--- src/rtl/adder.sv ---
// WIDTH-bit ripple-carry adder with optional carry-in and optional output register.
// Define ADDER_OVERFLOW_EN to add the signed-overflow output `ovf`.

module adder_full_cell (
    input  logic a,
    input  logic b,
    input  logic ci,
    output logic s,
    output logic co
);
    logic p;

    assign p  = a ^ b;
    assign s  = p ^ ci;
    assign co = (a & b) | (ci & p);
endmodule

module adder_half_cell (
    input  logic a,
    input  logic b,
    output logic s,
    output logic co
);
    assign s  = a ^ b;
    assign co = a & b;
endmodule

module adder #(
    parameter int unsigned WIDTH           = 4,
    parameter int unsigned PIPELINE_ENABLE = 1,
    parameter int unsigned USE_FULL_ADDER  = 1
) (
    input  logic             clk,
    input  logic             rst,
    input  logic [WIDTH-1:0] a,
    input  logic [WIDTH-1:0] b,
    input  logic             cin,
    output logic [WIDTH-1:0] sum,
    output logic             cout
`ifdef ADDER_OVERFLOW_EN
    ,
    output logic             ovf
`endif
);

    // carry[i] is the carry into bit i; carry[WIDTH] is the carry out.
    logic [WIDTH:0]   carry;
    logic [WIDTH-1:0] sum_c;
    logic             cout_c;

    generate
        if (USE_FULL_ADDER != 0) begin : g_bit0_full
            assign carry[0] = cin;
            adder_full_cell u_cell0 (
                .a  (a[0]),
                .b  (b[0]),
                .ci (carry[0]),
                .s  (sum_c[0]),
                .co (carry[1])
            );
        end else begin : g_bit0_half
            logic unused_cin;
            assign unused_cin = cin;
            assign carry[0]   = 1'b0;
            adder_half_cell u_cell0 (
                .a  (a[0]),
                .b  (b[0]),
                .s  (sum_c[0]),
                .co (carry[1])
            );
        end

        for (genvar i = 1; i < WIDTH; i++) begin : g_ripple
            adder_full_cell u_cell (
                .a  (a[i]),
                .b  (b[i]),
                .ci (carry[i]),
                .s  (sum_c[i]),
                .co (carry[i+1])
            );
        end
    endgenerate

    assign cout_c = carry[WIDTH];

`ifdef ADDER_OVERFLOW_EN
    logic ovf_c;

    // Signed overflow: carry into the MSB disagrees with carry out of it.
    assign ovf_c = carry[WIDTH] ^ carry[WIDTH-1];
`endif

    generate
        if (PIPELINE_ENABLE != 0) begin : g_pipe
            // All outputs captured together so they always describe one result.
            always_ff @(posedge clk) begin
                if (rst) begin
                    sum  <= '0;
                    cout <= 1'b0;
`ifdef ADDER_OVERFLOW_EN
                    ovf  <= 1'b0;
`endif
                end else begin
                    sum  <= sum_c;
                    cout <= cout_c;
`ifdef ADDER_OVERFLOW_EN
                    ovf  <= ovf_c;
`endif
                end
            end
        end else begin : g_comb
            logic unused_clk_rst;
            assign unused_clk_rst = clk ^ rst;
            assign sum  = sum_c;
            assign cout = cout_c;
`ifdef ADDER_OVERFLOW_EN
            assign ovf  = ovf_c;
`endif
        end
    endgenerate

endmodule

--- config.mk ---
export PLATFORM = sky130hd
export DESIGN_NAME = adder
export DESIGN_NICKNAME = d
export VERILOG_FILES = /design/src/rtl/adder.sv
export SDC_FILE = /design/constraint.sdc
export NUM_CORES = 1
export LEC_CHECK = 0
export CORE_AREA = 8 8 45 47
export CTS_CLUSTER_DIAMETER = 40
export DETAILED_ROUTE_END_ITERATION = 12
export DIE_AREA = 0 0 53 55
export SLEW_MARGIN = 20
export SYNTH_ARGS = -nofsm -noshare
export SYNTH_HDL_FRONTEND = slang
export SYNTH_HIERARCHICAL = 1
export SYNTH_SLANG_ARGS = --single-unit
--- constraint.sdc ---
create_clock -name clk -period 3.38 [get_ports clk]
set_input_delay 0.676 -clock clk [delete_from_list [all_inputs] [get_ports clk]]
set_output_delay 0.676 -clock clk [all_outputs]
set_load 0.01 [all_outputs]
* Word level (Yosys, flattened, before mapping)
Cells that the tools add are included.
Storage, ports and cells: output and inout port bits 5, flip-flop bits (word level) 5, memory bits (read-only) 0, logic and storage cells 22, memory bits (writable) 0, bits in latches 0, memories kept 0
Cells by class: reductions and logical operators 0, $lt $le $gt $ge 0, shifts and indexed selects 0, add/sub/neg operators 0, equal/unequal tests 0, bitwise logic cells 20, div/mod/pow operators 0, multiplexer cells 0, multipliers 0
Operator list (number):
- $and A1 B1 Y1 | 8
- $xor A1 B1 Y1 | 8
- $or A1 B1 Y1 | 4

* Longest topological paths before layout
Gate-level depths: netlist of the first run.
depth after elaboration 9, gate-level depth with buffers 5, mapped depth without buffers 5

* Cells and area by module
Netlist of the first run, hierarchy kept.
Modules (own cells, without submodules):
- adder | cells an instance 10, instances 1, area each 131.4 µm², seq. area each 100.1 µm²
- adder_full_cell | cells an instance 1, instances 4, area each 20.0 µm², seq. area each 0.0 µm²

* Least setup slack after synthesis of the first run
Ideal clock, no wire load.
kind input -> register, start point in a[0], end point reg sum[3], buffers on the path 0, setup time 114 ps, stages 5, slack 873 ps, arrival time 2394 ps, data required time 3266 ps, cells stage by stage fa_1 > fa_1 > fa_1 > fa_1 > nor2b_1
On the way: cells in the longest elaborated chain, start to end 8, elaborated cells between the ends (all ways) 9
Ends and longest elaborated chain:
- from (decl) | RTL line 35 | input logic [WIDTH-1:0] a,
- $xor A1 B1 Y1 | RTL line 13 | assign p = a ^ b;
- $and A1 B1 Y1 | RTL line 15 | assign co = (a & b) | (ci & p);
- $or A1 B1 Y1 (*) | RTL line 15
- $and A1 B1 Y1 (*) | RTL line 15
- $or A1 B1 Y1 (*) | RTL line 15
- named net carry[2] | RTL line 47 | logic [WIDTH:0] carry;
- $and A1 B1 Y1 (*) | RTL line 15
- $or A1 B1 Y1 (*) | RTL line 15
- named net carry[3] | RTL line 47
- $xor A1 B1 Y1 (*) | RTL line 14 | assign s = p ^ ci;
- named net sum_c[3] | RTL line 48 | logic [WIDTH-1:0] sum_c;
- to (signal assigned) | RTL line 104 | sum <= sum_c;
- to (decl) | RTL line 38 | output logic [WIDTH-1:0] sum,
The timed path passes the listed nets; every way through them passes the cells marked *. A chain may end at the register's enable or synchronous reset.

* Worst setup path in the final report of the first run
start point in a[0], end point reg sum[3]
On the way: cells in the longest elaborated chain, start to end 8, elaborated cells between the ends (all ways) 9
Ends and longest elaborated chain (RTL line):
- $xor A1 B1 Y1 | 13
- $and A1 B1 Y1 | 15
- $or A1 B1 Y1 (*) | 15
- named net carry[1] | 47
- $and A1 B1 Y1 (*) | 15
- $or A1 B1 Y1 (*) | 15
- named net carry[2] | 47
- $and A1 B1 Y1 (*) | 15
- $or A1 B1 Y1 (*) | 15
- named net carry[3] | 47
- $xor A1 B1 Y1 (*) | 14
- named net sum_c[3] | 48
Marked as above.

==> results of run 1 <==
[state kept, by name (all words and copies together), names as in the netlist]
| register | flops |
|---|---|
| cout | 1 |
| sum | 4 |
[through the flow]
stage / setup WS (ns) / cells / hold WS (ns)
after detailed placement: 0.3542 / 45 / 1.317
final: 0.6026 / 49 / 1.068
after global routing: 0.5554 / 49 / 1.087
after CTS: 0.6060 / 49 / 1.069
after floorplan: 0.8727 / 14 / 0.7476
after global placement: 0.3478 / 45 / 1.315
[Yosys cell counts]
cell type	n	share of area
fa_1	4	0.38
nor2b_1	5	0.15
dfxtp_1	5	0.47
[critical path, cell delays in order]
cell and delay (ns):
clkdlybuf4s50_1 0.44, fa_1 0.44, fa_1 0.39, fa_1 0.40, fa_1 0.42, nor2b_1 0.13
[power breakdown]
| group | leakage (nW) | total (mW) | switching [mW] | internal (mW) |
|---|---|---|---|---|
| combinational | 0.0975 | 0.0420 | 0.0138 | 0.0283 |
| sequential | 0.0417 | 0.0676 | 0.00160 | 0.0660 |
| clock | 0.0150 | 0.0663 | 0.0218 | 0.0445 |
| total | 0.154 | 0.176 | 0.0372 | 0.139 |
[cells by family after synthesis]
family        share of synthesized area
flops                            0.4734
simple gates                     0.1479
fa+ha+maj                        0.3787
[layer usage]
metal,vias up,share of wire,GRT usage
met5,-,0,0
met4,0,0.037,0.06466
met3,2,0.20,0.04011
met2,18,0.29,0.03516
met1,60,0.47,0.04006
li1,79,-,-
[final cells by class]
type | count | area [um2] | share of cell area
multi-input cells | 9 | 111.4 | 0.2730
repair buffers | 15 | 150.1 | 0.3681
well taps | 16 | 20.02 | 0.04908
flip-flops and latches | 5 | 100.1 | 0.2454
clock buffers | 4 | 26.28 | 0.06442
[placed cells by master, fill, tap and decap left out, drive strengths merged]
cell type and count:
fa 4, nor2b 5, clkbuf 4, clkdlybuf4s50 15
dfxtp 5
[worst paths after layout]
check | startpoint | to
hold / removal | rst | sum[0]
setup / recovery | a[0] | sum[3]
==> key figures, run 1 <==
Synth
  – Cell area after synthesis: 211.5 um2
  – Sequential share of the synthesized area: 0.4734
  – Unique masters post-synth: 3
  – Synth Register Bits: 5
  – Syn_nets: 29
  – Synthesized netlist cell count: 14
  – Synth Area per Inst: 15.10 um2
  – Yosys Warn Count: 6

Routing
  – WL/cell: 9.327 um
  – Post-route ant nets: 0
  – Drt pass-1 iters: 2
  – DR vias/cell: 3.245
  – First DRT Iteration DRCs: 1
  – Total number of vias: 159
  – Number of remaining DRC errors: 0
  – DRT Wirelength: 457 um

GRT
  – Global-route wire length before repair: 710 um
  – Grt ovf: 0
  – Largest net degree at the start of global routing: 6
  – Vias in the first global route: 188
  – Total track usage: 0.04064
  – Initial antenna violation count: 0

Timing
  – Final setup TNS: 0 ns
  – Relative slew slack: 0.8999
  – Achievable Freq: 0.3600 GHz
  – Fin. max-slew vios: 0
  – RSZ-0062 raised after global routing: no
  – Final Hold Violating Endpoints: 0
  – Actual slew at the worst max-slew pin: 0.1497 ns
  – Final count of negative-setup-slack endpoints: 0
  – Fin crit period: 2.777 ns
  – Crit share post-route: 0.8217

Layout
  – Final instance area: 407.9 um2
  – Final #Nets: 49
  – N_diodes: 0
  – Layout cells sized above 1: 0.09091
  – Fill cells: 155
  – Synthesis-to-finish area growth: 92.90%
  – Core Util, Final: 0.2948

Floorplan
  – Die Width: 53 um
  – Die area: 2915 um2
  – Starting Density: 0.1528
  – Row count: 14
  – Die Y: 55 um
  – IO Count: 16
  – Core Region: 1384 um2

Power and ir drop
  – VDD IR max: 0.00009724 V
  – Total chip power: 0.1759 mW
  – PwrDens: 431.2 nW/um2
  – P_leak: 0.1541 nW

Setup path
  – Worst EP arrival: 2.90 ns
  – CP startpoint kind: input port
  – Setup CP Type: in2reg
  – CP endpoint kind: flop
  – WP data required: 3.50 ns
  – Max FO, Critical Path: 1

Clocking
  – Clk root buf: clkbuf_4
  – CTS clk-pin slew, worst paths: 0.04 ns
  – Sink Count: 5
  – PostCTS Resize Cnt: 0
  – H-Tree Depth: 1
  – Num CTS Buffers: 3
  – Hold_buf cts: 0
  – CTS tree: done
  – Maximum root-to-sink buffer count: 2
  – Setup Fix Bufs, Post-CTS: 0

Placement
  – IO Port Bufs: 15
  – Placed Instance Area: 381.6 um2
  – GPL Wtd Cong: 0.6090

Hold path
  – Hold WC Path Type: in2reg
  – Min-Delay Path Depth: 2

Run status
  – Status: completed

Flow run
  – Max-cap violations: 0
No activity file was read; power rests on OpenSTA's default activity.
==> run 2, diff against run 1 <==
- clock period: 3.38 -> 2.58 ns (I/O delays scaled with it)
==> run 2 against run 1 <==
Net effect:
- core utilization increased by 0.36 points
- global-route usage about the same
- sequential cell count unchanged
- total power increased by 33%
- sequential power increased by 31%
- cell count unchanged
- largest power group unchanged
- non-clock buffer count unchanged
- first-iteration DRC count decreased by 100%
- highest routed layer is now met3
- clock-buffer cell count unchanged
==> key figures, run 2 (synthesis results as in run 1) <==
Hold path
  – Hold Path Sink: sum[1]
  – Hold WC Path Type: in2reg
  – Min-Delay Path Depth: 2 (unchanged)
  – Hold path startpoint: rst

GRT
  – Largest net degree at the start of global routing: 6 (unchanged)
  – Total track usage: 0.04066 (about the same)
  – Vias in the first global route: 208 (+11%)
  – Initial antenna violation count: 0 (unchanged)
  – Grt ovf: 0 (unchanged)
  – Global-route wire length before repair: 752 um (+5.9%)

Timing
  – Fin crit period: 2.527 ns
  – Final setup TNS: 0 ns (unchanged)
  – Final Hold Violating Endpoints: 0 (unchanged)
  – Worst hold slack: 0.9279 ns (-0.1400 ns)
  – Actual slew at the worst max-slew pin: 0.1724 ns (+0.02268 ns)
  – Achievable Freq: 0.3958 GHz
  – Fin. max-slew vios: 0 (unchanged)
  – Crit share post-route: 0.9793
  – Relative slew slack: 0.8847 (-0.01517)
  – RSZ-0062 raised after global routing: no
  – Final count of negative-setup-slack endpoints: 0 (unchanged)

Run status
  – Status: completed

Setup path
  – Worst EP arrival: 2.65 ns (-0.25 ns)
  – Setup CP Type: in2reg
  – CP startpoint kind: input port
  – Critical Path Start: a[0]
  – CP endpoint kind: flop
  – WP data required: 2.70 ns (-0.80 ns)
  – Max FO, Critical Path: 1 (unchanged)

Placement
  – Placed Instance Area: 381.6 um2 (unchanged)
  – IO Port Bufs: 15 (unchanged)
  – GPL Wtd Cong: 0.6180 (+1.5%)

Layout
  – Final instance area: 412.9 um2 (+1.2%)
  – Multi-input gate area: 116.4 um2 (+4.5%)
  – Core Util, Final: 0.2984 (+0.003617)
  – Layout cells sized above 1: 0.1515 (+0.06061)
  – Synthesis-to-finish area growth: 95.27%
  – Most common cell after layout, fill and taps aside: clkdlybuf4s50_1
  – Top reg by flops: sum
  – N_diodes: 0 (unchanged)
  – Largest register FFs: 4 (unchanged)
  – Final #Nets: 49 (unchanged)
  – Commonest cells after routing, fill and taps aside: 15 x clkdlybuf4s50_1, 5 x nor2b_1, 5 x dfxtp_1, 3 x clkbuf_4
  – Fill cells: 147 (-5.2%)
  – Register area: 100.1 um2 (unchanged)
  – Top flop regs: sum: 4 flops, cout: 1 flops

Routing
  – Post-route ant nets: 0 (unchanged)
  – WL/cell: 10.20 um (+9.4%)
  – DR vias/cell: 3.286 (+1.3%)
  – Number of remaining DRC errors: 0 (unchanged)
  – DRT Wirelength: 500 um (+9.4%)
  – First DRT Iteration DRCs: 0 (-1)
  – Drt pass-1 iters: 1 (-1)
  – Total number of vias: 161 (+1.3%)

Clocking
  – Sink Count: 5 (unchanged)
  – CTS clk-pin slew, worst paths: 0.04 ns (about the same)
  – CTS tree: done
  – Maximum root-to-sink buffer count: 2 (unchanged)
  – Hold_buf cts: 0 (unchanged)
  – Clk root buf: clkbuf_4
  – Num CTS Buffers: 3 (unchanged)
  – H-Tree Depth: 1 (unchanged)

Floorplan
  – Die Width: 53 um (unchanged)
  – Core Region: 1384 um2 (unchanged)
  – Row count: 14 (unchanged)
  – IO Count: 16 (unchanged)
  – Starting Density: 0.1528 (unchanged)
  – Die area: 2915 um2 (unchanged)
  – Die Y: 55 um (unchanged)

Power and ir drop
  – Total chip power: 0.2330 mW (+33%)
  – PwrDens: 564.4 nW/um2 (+31%)
  – Sequential share of power: 0.379 (-0.005)
  – VDD IR max: 0.0001352 V (+39%)
  – Combinational power share: 0.246 (+0.007)
  – P_leak: 0.1525 nW (-1.1%)
  – Clock network fraction of total power: 0.376 (about the same)
  – P_int: 0.1827 mW (+32%)
  – Switching power: 0.05031 mW (+35%)
  – Sw Ratio: 0.2159 (+0.004631)

Flow run
  – Max-cap violations: 0 (unchanged)
[run 2: cell counts in the layout (fill, tap and decap cells not counted)]
No cell type changed its count.
[run 2: power groups by stage]
stage | Combinational, mW | Sequential (mW) | Clock, mW
2_1_floorplan | 0.0131 | 0.0946 | 0
3_3_place_gp | 0.0570 | 0.0898 | 0
3_5_place_dp | 0.0573 | 0.0898 | 0
4_1_cts | 0.0582 | 0.0884 | 0.0941
5_1_grt | 0.0629 | 0.0887 | 0.0986
6_report | 0.0572 | 0.0883 | 0.0875
[run 2: critical path, cell delays in order]
cell and delay (ns):
clkdlybuf4s50_1 0.43, fa_1 0.44, fa_2 0.36, fa_2 0.35
fa_1 0.42, nor2b_1 0.13
[run 2: final cells by class]
cell class	instances	share of cell area
Tap cell	16	0.04848
Sequential cell	5	0.2424
Clock buffer	4	0.06364
Multi-Input combinational cell	9	0.2818
Timing Repair Buffer	15	0.3636
[run 2: worst max path at each step]
stage	to	cells past startpoint
finish	sum[3]	6
global route	sum[3]	6
CTS	sum[3]	6
detailed placement	sum[3]	6
global placement	sum[3]	6
floorplan	sum[3]	5
[run 2: metal layers]
metal	vias up	wire length [um]	GRT usage
li1	79	-	-
met1	66	185	0.03395
met2	16	174	0.04492
met3	0	140	0.05348
met4	0	0	0.03879
met5	-	0	0
[run 2: metrics by stage]
stage                     instances  setup WS [ns]
after CTS                        49       0.007184
after global routing             49     0.00007683
final                            49        0.05345
after global placement           45        -0.2794
after floorplan                  14         0.2327
after detailed placement         45        -0.2906
[run 2: timing repair]
action                                  in CTS  in global routing
endpoints found under the setup margin       1                  1
setup buffers                                0                  0
cloned                                       0                  0
resized for setup                            1                  1
